### src/rtl/alu_share_ctrl_pkg.sv
// Shared opcode encodings, FSM state type and opcode legality for the shared-ALU controller.
package alu_share_ctrl_pkg;

   localparam logic [3:0] OP_ADD = 4'b0111;
   localparam logic [3:0] OP_SUB = 4'b0110;
   localparam logic [3:0] OP_INC = 4'b0101;
   localparam logic [3:0] OP_DEC = 4'b0100;
   localparam logic [3:0] OP_AND = 4'b1111;
   localparam logic [3:0] OP_OR  = 4'b1110;
   localparam logic [3:0] OP_NOT = 4'b1101;
   localparam logic [3:0] OP_XOR = 4'b1100;

   typedef enum logic [1:0] {
      IDLE = 2'd0,
      EXEC = 2'd1,
      RESP = 2'd2
   } state_t;

   function automatic logic op_legal(input logic [3:0] op);
      logic ok;
      case (op)
         OP_ADD, OP_SUB, OP_INC, OP_DEC,
         OP_AND, OP_OR, OP_NOT, OP_XOR: ok = 1'b1;
         default:                       ok = 1'b0;
      endcase
      return ok;
   endfunction

endpackage

### src/rtl/alu_share_ctrl_if.sv
// Request/response bundle between two clients and the shared-ALU controller.
interface alu_share_ctrl_if;
   logic       req0_valid;
   logic       req0_ready;
   logic [3:0] req0_op;
   logic [7:0] req0_a;
   logic [7:0] req0_b;
   logic       req1_valid;
   logic       req1_ready;
   logic [3:0] req1_op;
   logic [7:0] req1_a;
   logic [7:0] req1_b;
   logic       rsp_valid;
   logic       rsp_ready;
   logic       rsp_id;
   logic [7:0] rsp_out;
   logic       rsp_cout;
   logic       rsp_err;

   modport slave (
      input  req0_valid, req0_op, req0_a, req0_b,
      input  req1_valid, req1_op, req1_a, req1_b,
      input  rsp_ready,
      output req0_ready, req1_ready,
      output rsp_valid, rsp_id, rsp_out, rsp_cout, rsp_err
   );

   modport master (
      output req0_valid, req0_op, req0_a, req0_b,
      output req1_valid, req1_op, req1_a, req1_b,
      output rsp_ready,
      input  req0_ready, req1_ready,
      input  rsp_valid, rsp_id, rsp_out, rsp_cout, rsp_err
   );
endinterface

### src/rtl/alu_share_ctrl_alu8.sv
// Combinational 8-bit ALU; cout is carry for add/inc and borrow for sub/dec, 0 for logic ops.
module alu_8
   import alu_share_ctrl_pkg::*;
(
   input  logic       en,
   input  logic [3:0] op,
   input  logic [7:0] a,
   input  logic [7:0] b,
   output logic [7:0] out,
   output logic       cout
);

   logic [8:0] res;

   always_comb begin
      res = 9'd0;
      case (op)
         OP_ADD:  res = {1'b0, a} + {1'b0, b};
         OP_SUB:  res = {1'b0, a} - {1'b0, b};
         OP_INC:  res = {1'b0, a} + 9'd1;
         OP_DEC:  res = {1'b0, a} - 9'd1;
         OP_AND:  res = {1'b0, a & b};
         OP_OR:   res = {1'b0, a | b};
         OP_NOT:  res = {1'b0, ~a};
         OP_XOR:  res = {1'b0, a ^ b};
         default: res = 9'd0;
      endcase
   end

   assign out  = en ? res[7:0] : 8'd0;
   assign cout = en ? res[8]   : 1'b0;

endmodule

### src/rtl/alu_share_ctrl.sv
// Round-robin arbiter and IDLE/EXEC/RESP sequencer sharing one alu_8 between two requesters.
//   state | meaning
//   IDLE  | waiting for a request; grant one, latch its operands
//   EXEC  | ALU evaluates registered operands; result captured at the edge
//   RESP  | response held until the consumer takes it
module alu_share_ctrl
   import alu_share_ctrl_pkg::*;
#(
   parameter bit PRIO_RESET = 1'b0
) (
   input  logic             clk,
   input  logic             rst,
   alu_share_ctrl_if.slave  bus
);

   state_t     state_q;
   logic       last_q;
   logic [3:0] op_q;
   logic [7:0] a_q;
   logic [7:0] b_q;
   logic       err_q;
   logic       rsp_valid_q;
   logic       rsp_id_q;
   logic [7:0] rsp_out_q;
   logic       rsp_cout_q;
   logic       rsp_err_q;

   logic       gnt0;
   logic       gnt1;
   logic [3:0] sel_op;
   logic [7:0] sel_a;
   logic [7:0] sel_b;
   logic       sel_legal;
   logic [7:0] alu_out;
   logic       alu_cout;

   // On contention the requester that did not win last time gets the grant.
   assign gnt0 = (state_q == IDLE) && bus.req0_valid && (!bus.req1_valid || last_q);
   assign gnt1 = (state_q == IDLE) && bus.req1_valid && (!bus.req0_valid || !last_q);

   assign bus.req0_ready = gnt0;
   assign bus.req1_ready = gnt1;

   assign sel_op    = gnt1 ? bus.req1_op : bus.req0_op;
   assign sel_a     = gnt1 ? bus.req1_a  : bus.req0_a;
   assign sel_b     = gnt1 ? bus.req1_b  : bus.req0_b;
   assign sel_legal = op_legal(sel_op);

   alu_8 u_alu (
      .en   (1'b1),
      .op   (op_q),
      .a    (a_q),
      .b    (b_q),
      .out  (alu_out),
      .cout (alu_cout)
   );

   always_ff @(posedge clk or posedge rst) begin
      if (rst) begin
         state_q     <= IDLE;
         last_q      <= ~PRIO_RESET;
         op_q        <= 4'd0;
         a_q         <= 8'd0;
         b_q         <= 8'd0;
         err_q       <= 1'b0;
         rsp_valid_q <= 1'b0;
         rsp_id_q    <= 1'b0;
         rsp_out_q   <= 8'd0;
         rsp_cout_q  <= 1'b0;
         rsp_err_q   <= 1'b0;
      end else begin
         case (state_q)
            IDLE: begin
               if (gnt0 || gnt1) begin
                  // Illegal opcodes are replaced by a harmless XOR; the result is zeroed later.
                  op_q     <= sel_legal ? sel_op : OP_XOR;
                  err_q    <= ~sel_legal;
                  a_q      <= sel_a;
                  b_q      <= sel_b;
                  rsp_id_q <= gnt1;
                  last_q   <= gnt1;
                  state_q  <= EXEC;
               end
            end
            EXEC: begin
               rsp_out_q   <= err_q ? 8'd0 : alu_out;
               rsp_cout_q  <= err_q ? 1'b0 : alu_cout;
               rsp_err_q   <= err_q;
               rsp_valid_q <= 1'b1;
               state_q     <= RESP;
            end
            RESP: begin
               if (bus.rsp_ready) begin
                  rsp_valid_q <= 1'b0;
                  state_q     <= IDLE;
               end
            end
            default: state_q <= IDLE;
         endcase
      end
   end

   assign bus.rsp_valid = rsp_valid_q;
   assign bus.rsp_id    = rsp_id_q;
   assign bus.rsp_out   = rsp_out_q;
   assign bus.rsp_cout  = rsp_cout_q;
   assign bus.rsp_err   = rsp_err_q;

endmodule

### src/flat_wrapper.sv
// flat-port wrapper written by rule: the top's interface ports become plain ports
module alu_share_ctrl_flat import alu_share_ctrl_pkg::*;
#(
   parameter bit PRIO_RESET = 1'b0
)
  (clk, rst, bus_req0_valid, bus_req0_op, bus_req0_a, bus_req0_b, bus_req1_valid, bus_req1_op, bus_req1_a, bus_req1_b, bus_rsp_ready, bus_req0_ready, bus_req1_ready, bus_rsp_valid, bus_rsp_id, bus_rsp_out, bus_rsp_cout, bus_rsp_err);
  alu_share_ctrl_if bus_i ();
  input  logic clk;
  input  logic rst;
  input wire logic [$bits(bus_i.req0_valid)-1:0] bus_req0_valid;
  input wire logic [$bits(bus_i.req0_op)-1:0] bus_req0_op;
  input wire logic [$bits(bus_i.req0_a)-1:0] bus_req0_a;
  input wire logic [$bits(bus_i.req0_b)-1:0] bus_req0_b;
  input wire logic [$bits(bus_i.req1_valid)-1:0] bus_req1_valid;
  input wire logic [$bits(bus_i.req1_op)-1:0] bus_req1_op;
  input wire logic [$bits(bus_i.req1_a)-1:0] bus_req1_a;
  input wire logic [$bits(bus_i.req1_b)-1:0] bus_req1_b;
  input wire logic [$bits(bus_i.rsp_ready)-1:0] bus_rsp_ready;
  output wire logic [$bits(bus_i.req0_ready)-1:0] bus_req0_ready;
  output wire logic [$bits(bus_i.req1_ready)-1:0] bus_req1_ready;
  output wire logic [$bits(bus_i.rsp_valid)-1:0] bus_rsp_valid;
  output wire logic [$bits(bus_i.rsp_id)-1:0] bus_rsp_id;
  output wire logic [$bits(bus_i.rsp_out)-1:0] bus_rsp_out;
  output wire logic [$bits(bus_i.rsp_cout)-1:0] bus_rsp_cout;
  output wire logic [$bits(bus_i.rsp_err)-1:0] bus_rsp_err;
  assign bus_i.req0_valid = bus_req0_valid;
  assign bus_i.req0_op = bus_req0_op;
  assign bus_i.req0_a = bus_req0_a;
  assign bus_i.req0_b = bus_req0_b;
  assign bus_i.req1_valid = bus_req1_valid;
  assign bus_i.req1_op = bus_req1_op;
  assign bus_i.req1_a = bus_req1_a;
  assign bus_i.req1_b = bus_req1_b;
  assign bus_i.rsp_ready = bus_rsp_ready;
  assign bus_req0_ready = bus_i.req0_ready;
  assign bus_req1_ready = bus_i.req1_ready;
  assign bus_rsp_valid = bus_i.rsp_valid;
  assign bus_rsp_id = bus_i.rsp_id;
  assign bus_rsp_out = bus_i.rsp_out;
  assign bus_rsp_cout = bus_i.rsp_cout;
  assign bus_rsp_err = bus_i.rsp_err;
  alu_share_ctrl #(.PRIO_RESET(PRIO_RESET)) u_core (.clk(clk), .rst(rst), .bus(bus_i));
endmodule
### config.mk
export PLATFORM = sky130hd
export DESIGN_NAME = alu_share_ctrl_flat
export DESIGN_NICKNAME = d
export VERILOG_FILES = /design/src/rtl/alu_share_ctrl_pkg.sv /design/src/rtl/alu_share_ctrl_if.sv /design/src/rtl/alu_share_ctrl_alu8.sv /design/src/rtl/alu_share_ctrl.sv /design/src/flat_wrapper.sv
export SDC_FILE = /design/constraint.sdc
export NUM_CORES = 1
export LEC_CHECK = 0
export BUFFER_PORTS_ARGS = -buffer_cell sky130_fd_sc_hd__buf_2
export CAP_MARGIN = 5
export CELL_PAD_IN_SITES_DETAIL_PLACEMENT = 0
export CELL_PAD_IN_SITES_GLOBAL_PLACEMENT = 1
export CORE_MARGIN = 1
export CORE_UTILIZATION = 25
export CTS_BUF_LIST = sky130_fd_sc_hd__clkbuf_4 sky130_fd_sc_hd__clkbuf_8 sky130_fd_sc_hd__clkbuf_16
export CTS_CLUSTER_DIAMETER = 150
export DETAILED_ROUTE_END_ITERATION = 16
export MAX_ROUTING_LAYER = met4
export PLACE_DENSITY = 0.62
export SYNTH_ARGS = -nofsm -noshare
export SYNTH_HDL_FRONTEND = slang
export SYNTH_SLANG_ARGS = --single-unit
### constraint.sdc
create_clock -name clk -period 3.3 [get_ports clk]
set_clock_uncertainty 0.05 [all_clocks]
set_input_delay 0.495 -clock clk [delete_from_list [all_inputs] [get_ports clk]]
set_output_delay 0.495 -clock clk [all_outputs]
set_load 0.005 [all_outputs]
# ---- Word level (Yosys, flattened, before mapping)
# Memory sizes are Yosys's and may differ from the RTL's.
# Cells that the tools add are included.
dict set report word_totals {
  reg_bits 36
  wordCells 60
  rom_bits 16
  out_inout_bits 14
  memories 1
  inputBits 45
}
dict set report op_classes {
  n_eq_ne 12
  n_reduce_logical 15
  mux 12
  bitwise_logic 5
  n_addsub 4
}
# memory words width rd rd_ports_with_merged_regs wr line
set mem_list {}
lappend mem_list {{(no name shown)} 16 1 1 0 0 alu_share_ctrl_pkg.sv:21} ;# case (op)
# op count
set op_table {}
lappend op_table {{9-bit one-hot mux with 8 select lines} 1}
lappend op_table {{8-bit 2-to-1 mux} 3}
lappend op_table {{4-bit by 3-bit equality test with 1-bit output, second input constant} 4}
lappend op_table {{4-bit equality test, second input constant} 4}
lappend op_table {{8-bit by 1-bit adder with 9-bit output, second input constant} 1}
lappend op_table {{8-bit by 8-bit adder with 9-bit output} 1}
lappend op_table {{8-bit by 1-bit subtractor with 9-bit output, second input constant} 1}
lappend op_table {{8-bit by 8-bit subtractor with 9-bit output} 1}
lappend op_table {{8-bit AND} 1}
lappend op_table {{4-bit 2-to-1 mux} 2}
lappend op_table {{8-bit NOT} 1}
lappend op_table {{8-bit bitwise OR} 1}
lappend op_table {{8-bit bitwise XOR} 1}
lappend op_table {{2-bit one-hot mux with 3 select lines} 1}
lappend op_table {{2-bit AND reduction} 3}
lappend op_table {{1-bit logical AND} 4}
lappend op_table {{2-bit 2-to-1 mux} 2}
lappend op_table {{2-bit inequality test, second input constant} 2}
lappend op_table {{1-bit zero test} 3}
lappend op_table {{1-bit logical OR} 3}
lappend op_table {{2-bit by 1-bit equality test with 1-bit output, second input constant} 1}
lappend op_table {{2-bit equality test, second input constant} 1}
lappend op_table {{2-bit zero test} 1}
lappend op_table {{1-bit 2-to-1 mux} 2}
lappend op_table {{other kinds (3)} 3}

# ---- Logic depth before layout (Yosys ltp)
dict set report depth {
  word_depth 6
  depth_mapped 12
}

# ---- Modules after synthesis
# From an unflattened synthesis, not the netlist that was laid out.
dict set report unflattened {
  cells_unflattened 354
  area_unflattened_um2 2992.9
}
# mod area_per_inst_um2 cells_per_inst seq_area_each_um2 instances
set modules_own_cells {}
lappend modules_own_cells {alu_share_ctrl 1761.7 177 902.1 1}
lappend modules_own_cells {alu_8 1231.2 177 0.0 1}

# ---- Least setup slack after synthesis
# OpenSTA, ideal clock, no wires.
dict set report synth_timing {
  path_kind {flip-flop to flip-flop}
  startpoint {reg u_core.op_q[0]}
  endpoint {reg u_core.rsp_out_q[6], in the netlist u_core.bus.rsp_out[6]}
  n_path_buf 2
  arrival_time_ps 2449
  stages_incl_launch_ff 12
  setup_slack_ps 675
  cell_sequence {dfrtp_1 > clkbuf_1 > buf_2 > a21o_1 > a32oi_1 > o21ai_0 > ha_1 > nor2b_1 > o31a_1 > o22ai_1 > xnor2_1 > a221o_1}
}
dict set report synth_via {
  elab_chain_cells 3
  elab_cells_between_ends 10
  classes_between {eq/ne (8); mux (2)}
}
# element line
set synth_lines {}
lappend synth_lines {{from (decl)} alu_share_ctrl.sv:18} ;# logic [3:0] op_q;
lappend synth_lines {{from (signal assigned)} alu_share_ctrl.sv:76} ;# op_q <= sel_legal ? sel_op : OP_XOR;
lappend synth_lines {{4-bit equality test or 4-bit by 3-bit equality test with 1-bit output (tied branches)} alu_share_ctrl_alu8.sv:17} ;# case (op)
lappend synth_lines {{9-bit one-hot mux with 8 select lines *} alu_share_ctrl_alu8.sv:17}
lappend synth_lines {{8-bit 2-to-1 mux *} alu_share_ctrl.sv:86} ;# rsp_out_q <= err_q ? 8'd0 : alu_out;
lappend synth_lines {{to (signal assigned)} alu_share_ctrl.sv:86}
lappend synth_lines {{to (decl)} alu_share_ctrl.sv:24} ;# logic [7:0] rsp_out_q;
# Every way passes the cells marked *; elsewhere a longest branch is shown, timed or not.
# A chain may end at the register's enable or synchronous reset.

# ---- Worst setup path in the final report
dict set report layout_timing {
  startpoint {reg u_core.op_q[3]}
  endpoint {reg u_core.rsp_out_q[7], in the netlist u_core.bus.rsp_out[7]}
}
# Same word-level chain as after synthesis.

==> summary.md <==
| Metric | Value |
|---|---|
| Final period utilization | 84.2% |
| Avg WL per Cell | 13.1 microns |
| Setup Buffers After CTS | 0 |
| Final worst setup slack | 522 ps |
| Routed vias | 2401 |
| Fmax | 360 MHz |
| WP data required | 3420 ps |
| Synthesis-to-finish area growth | 20.6% |
| DR iter-0 viols | 80 |
| Yosys reg bits | 36 |
| Commonest non-fill, non-tap cells in the layout | nand2_1 (58), buf_2 (58), nor2_1 (37) |
| Tot GR Track Use | 13.4% |
| Via density | 4.56 |
| CTS tree | yes |
| Vias in the first global route | 2355 |
| Reg clk slew, reported paths | 70 ps |
| Cell Chain, Critical Path | nand2b_1 > a21oi_1 > o21a_1 > inv_1 > ha_1 > nor2b_1 > o31ai_1 > a21oi_1 > mux2i_1 > a221o_1 |
| Status | complete, no violations |
| Bufs on Longest Clock Path | 2 |
| Worst path slowest cell | o31ai_1 |
| Worst Path Class, Setup | reg2reg |
| Critical Path Start Type | register |
| Seq/Total Area, Yosys | 33.0% |
| Gp weighted congestion | 0.908 |
| Crit-path max cell delay | 420 ps |
| Dpl ws | 504 ps |
| Fin. Hold Viols | 0 |
| CTS Buf Count | 5 |
| Core region area | 10500 sq um |
| Die area | 11300 sq um |
| Setup Viol. Count Final | 0 |
| Fillers | 1143 |
| P_int | 0.00192 W |
| Final Power | 0.00366 W |
| Synthesized instance count | 331 |
| Die Wd | 107 microns |
| Worst Path Max Fanout | 7 |
| Setup TNS | 0 ps |
| Drt total wl | 6930 microns |
| Synth Cell Area | 2730 sq um |
| Gates resized, CTS repair | 0 |
| Clock network power share | 9.7% |
| Crit path arrival time | 2890 ps |
| Largest net degree at the start of global routing | 37 |
| Switch Pwr | 0.00174 W |
| Drc violations | 0 |
| ANT nets after route | 0 |
| Post-route cell area | 3290 sq um |
| Switching Fraction | 47.6% |
| Antenna diode count | 0 |
| Primary FF master, synth | dfrtp_1 |
| Detailed-router iteration count before antenna repair | 6 |
| I/O Pins | 59 |
| Hpwl dp | 5560 microns |
| R2R setup slack | 520 ps |
| Leak | 1.59 nW |
| Fin crit period | 2780 ps |
| Port bufs | 58 |
| Pwr dens | 1110 nW/um^2 |
| VDD IR max | 368 uV |
| CTS Hold Bufs | 0 |
| Post-synth EDFFs | 0 |
| First-pass GRT wire length | 11700 microns |
| Fin. max-slew vios | 0 |
| Gr ovfl total | 0 |
| Combinational share of power | 65.3% |
| Worst hold path class | in2async |
| Pin slew with the least headroom to its limit | 629 ps |
| Row count | 37 |
| Relative slew slack | 57.6% |
| Placed Area | 3190 sq um |
| Initial antenna violation count | 0 |
| Worst-skew pair later-pin latency | 290 ps |
| Share of synthesized registers carrying an async set or reset | 100% |
| Worst setup EP type | register |
| Cell variety after synth | 46 |
| Mapped Nets | 403 |
| CTS Sinks | 36 |
| Layout cells sized above 1 | 21.2% |
| H-tree depth | 2 |
| Cell repeated most along the worst path | a21oi_1 |
| RSZ-0062 raised after global routing | false |
| Part of the power in registers | 25.1% |
| Clk root buf | clkbuf_8 |
| Starting Density | 26.1% |
| Die Height | 107 microns |
| Max-cap violations | 0 |
| Yosys Warn Count | 0 |
| Fin nets | 462 |
| Syn Area/Cell | 8.25 sq um |
[metrics by stage]
| step | util (%) | hold WS (ps) | instances |
|---|---|---|---|
| finish | 31.5 | 252 | 527 |
| global route | 31.5 | 303 | 527 |
| CTS | 31.5 | 268 | 527 |
| detailed placement | 30.5 | 420 | 519 |
| global placement | 30.5 | 415 | 519 |
| floorplan | - | 403 | 331 |
[synthesized netlist by cell type (all sizes together) (2+ instances only)]
cell type	instances	area (sq um)
o21a	4	30.0
nand2b	7	43.8
a32oi	2	17.5
mux4	3	67.6
clkinv	2	7.51
nor4b	2	17.5
a211oi	7	52.6
nor3b	2	15.0
clkbuf	5	18.8
nand3	4	20.0
mux2i	6	60.1
inv	28	105
ha	26	325
or2	2	12.5
a21oi	15	75.1
a221o	4	40.0
o22ai	4	25.0
xnor2	3	26.3
o21ai	18	90.1
nand2	59	224
buf	8	36.3
a22o	5	43.8
nor2	37	139
dfrtp	35	876
nor2b	2	12.5
nor3	5	25.0
a31oi	19	119
[sequential cells by signal (all words and copies together) (netlist names)]
register	flops
u_core.b_q	8
u_core.err_q	1
u_core.a_q	8
u_core.bus.rsp_cout	1
u_core.bus.rsp_err	1
u_core.state_q	2
u_core.last_q	1
u_core.op_q	4
u_core.bus.rsp_id	1
u_core.bus.rsp_out	8
u_core.bus.rsp_valid	1
[power groups by stage]
stage	sequential, W	clock (W)	combinational [W]
6_report	0.000916	0.000353	0.00239
5_1_grt	0.000965	0.000384	0.00275
4_1_cts	0.000926	0.000367	0.00241
3_5_place_dp	0.000934	0	0.00240
3_3_place_gp	0.000927	0	0.00239
2_1_floorplan	0.000848	0	0.00185
[final cells by class]
class / instances / area, sq um / share of cell area, %
multi-input combinational: 252 / 1660 / 50.4
tap: 136 / 170 / 5.17
sequential: 36 / 902 / 27.4
clock buffer: 8 / 104 / 3.15
timing repair buffer: 65 / 343 / 10.4
inverter: 30 / 113 / 3.42
[routing by layer]
layer	vias up	GRT usage, %	wire (microns)
met1	1066	18.3	3630
met3	2	2.51	232
met4	0	2.35	38
li1	1288	-	-
met2	45	20.8	3030
met5	-	-	0
[cell families after synthesis]
kind of cell	after synthesis	share of synthesized area, %
simple gates	124	20.4
compound gates	88	21.8
buf+inv	43	6.14
flops	36	33.0
fa+ha+maj	27	12.6
mux	9	4.67
xor+xnor	4	1.28
[worst paths after layout]
| kind | startpoint | to | cells after the start |
|---|---|---|---|
| worst max-delay path | u_core.op_q[3]$_DFFE_PP0P_ | u_core.bus.rsp_out[7]$_DFFE_PP0P_ | 10 |
| worst min-delay path | rst | u_core.bus.rsp_valid$_DFFE_PP0P_ | 3 |
| worst max register to register | u_core.op_q[3]$_DFFE_PP0P_ | u_core.bus.rsp_out[7]$_DFFE_PP0P_ | 10 |
| worst min register to register | u_core.bus.rsp_out[4]$_DFFE_PP0P_ | u_core.bus.rsp_out[4]$_DFFE_PP0P_ | 2 |
| max in group asynchronous | rst | u_core.last_q$_DFFE_PP1P_ | 3 |
| min in group clk | bus_req0_valid | u_core.last_q$_DFFE_PP1P_ | 2 |
[critical path: cells and delay by family, from the launching register on]
kind                     cells  cell delay [ps]
AO/OA/AOI/OAI                5             1370
multiplexers                 1              160
buffers and inverters        1               60
flip-flops                   1              370
AND/OR/NAND/NOR              2              390
adder cells (fa/ha/maj)      1              250
(Power assumes the default switching activity.)
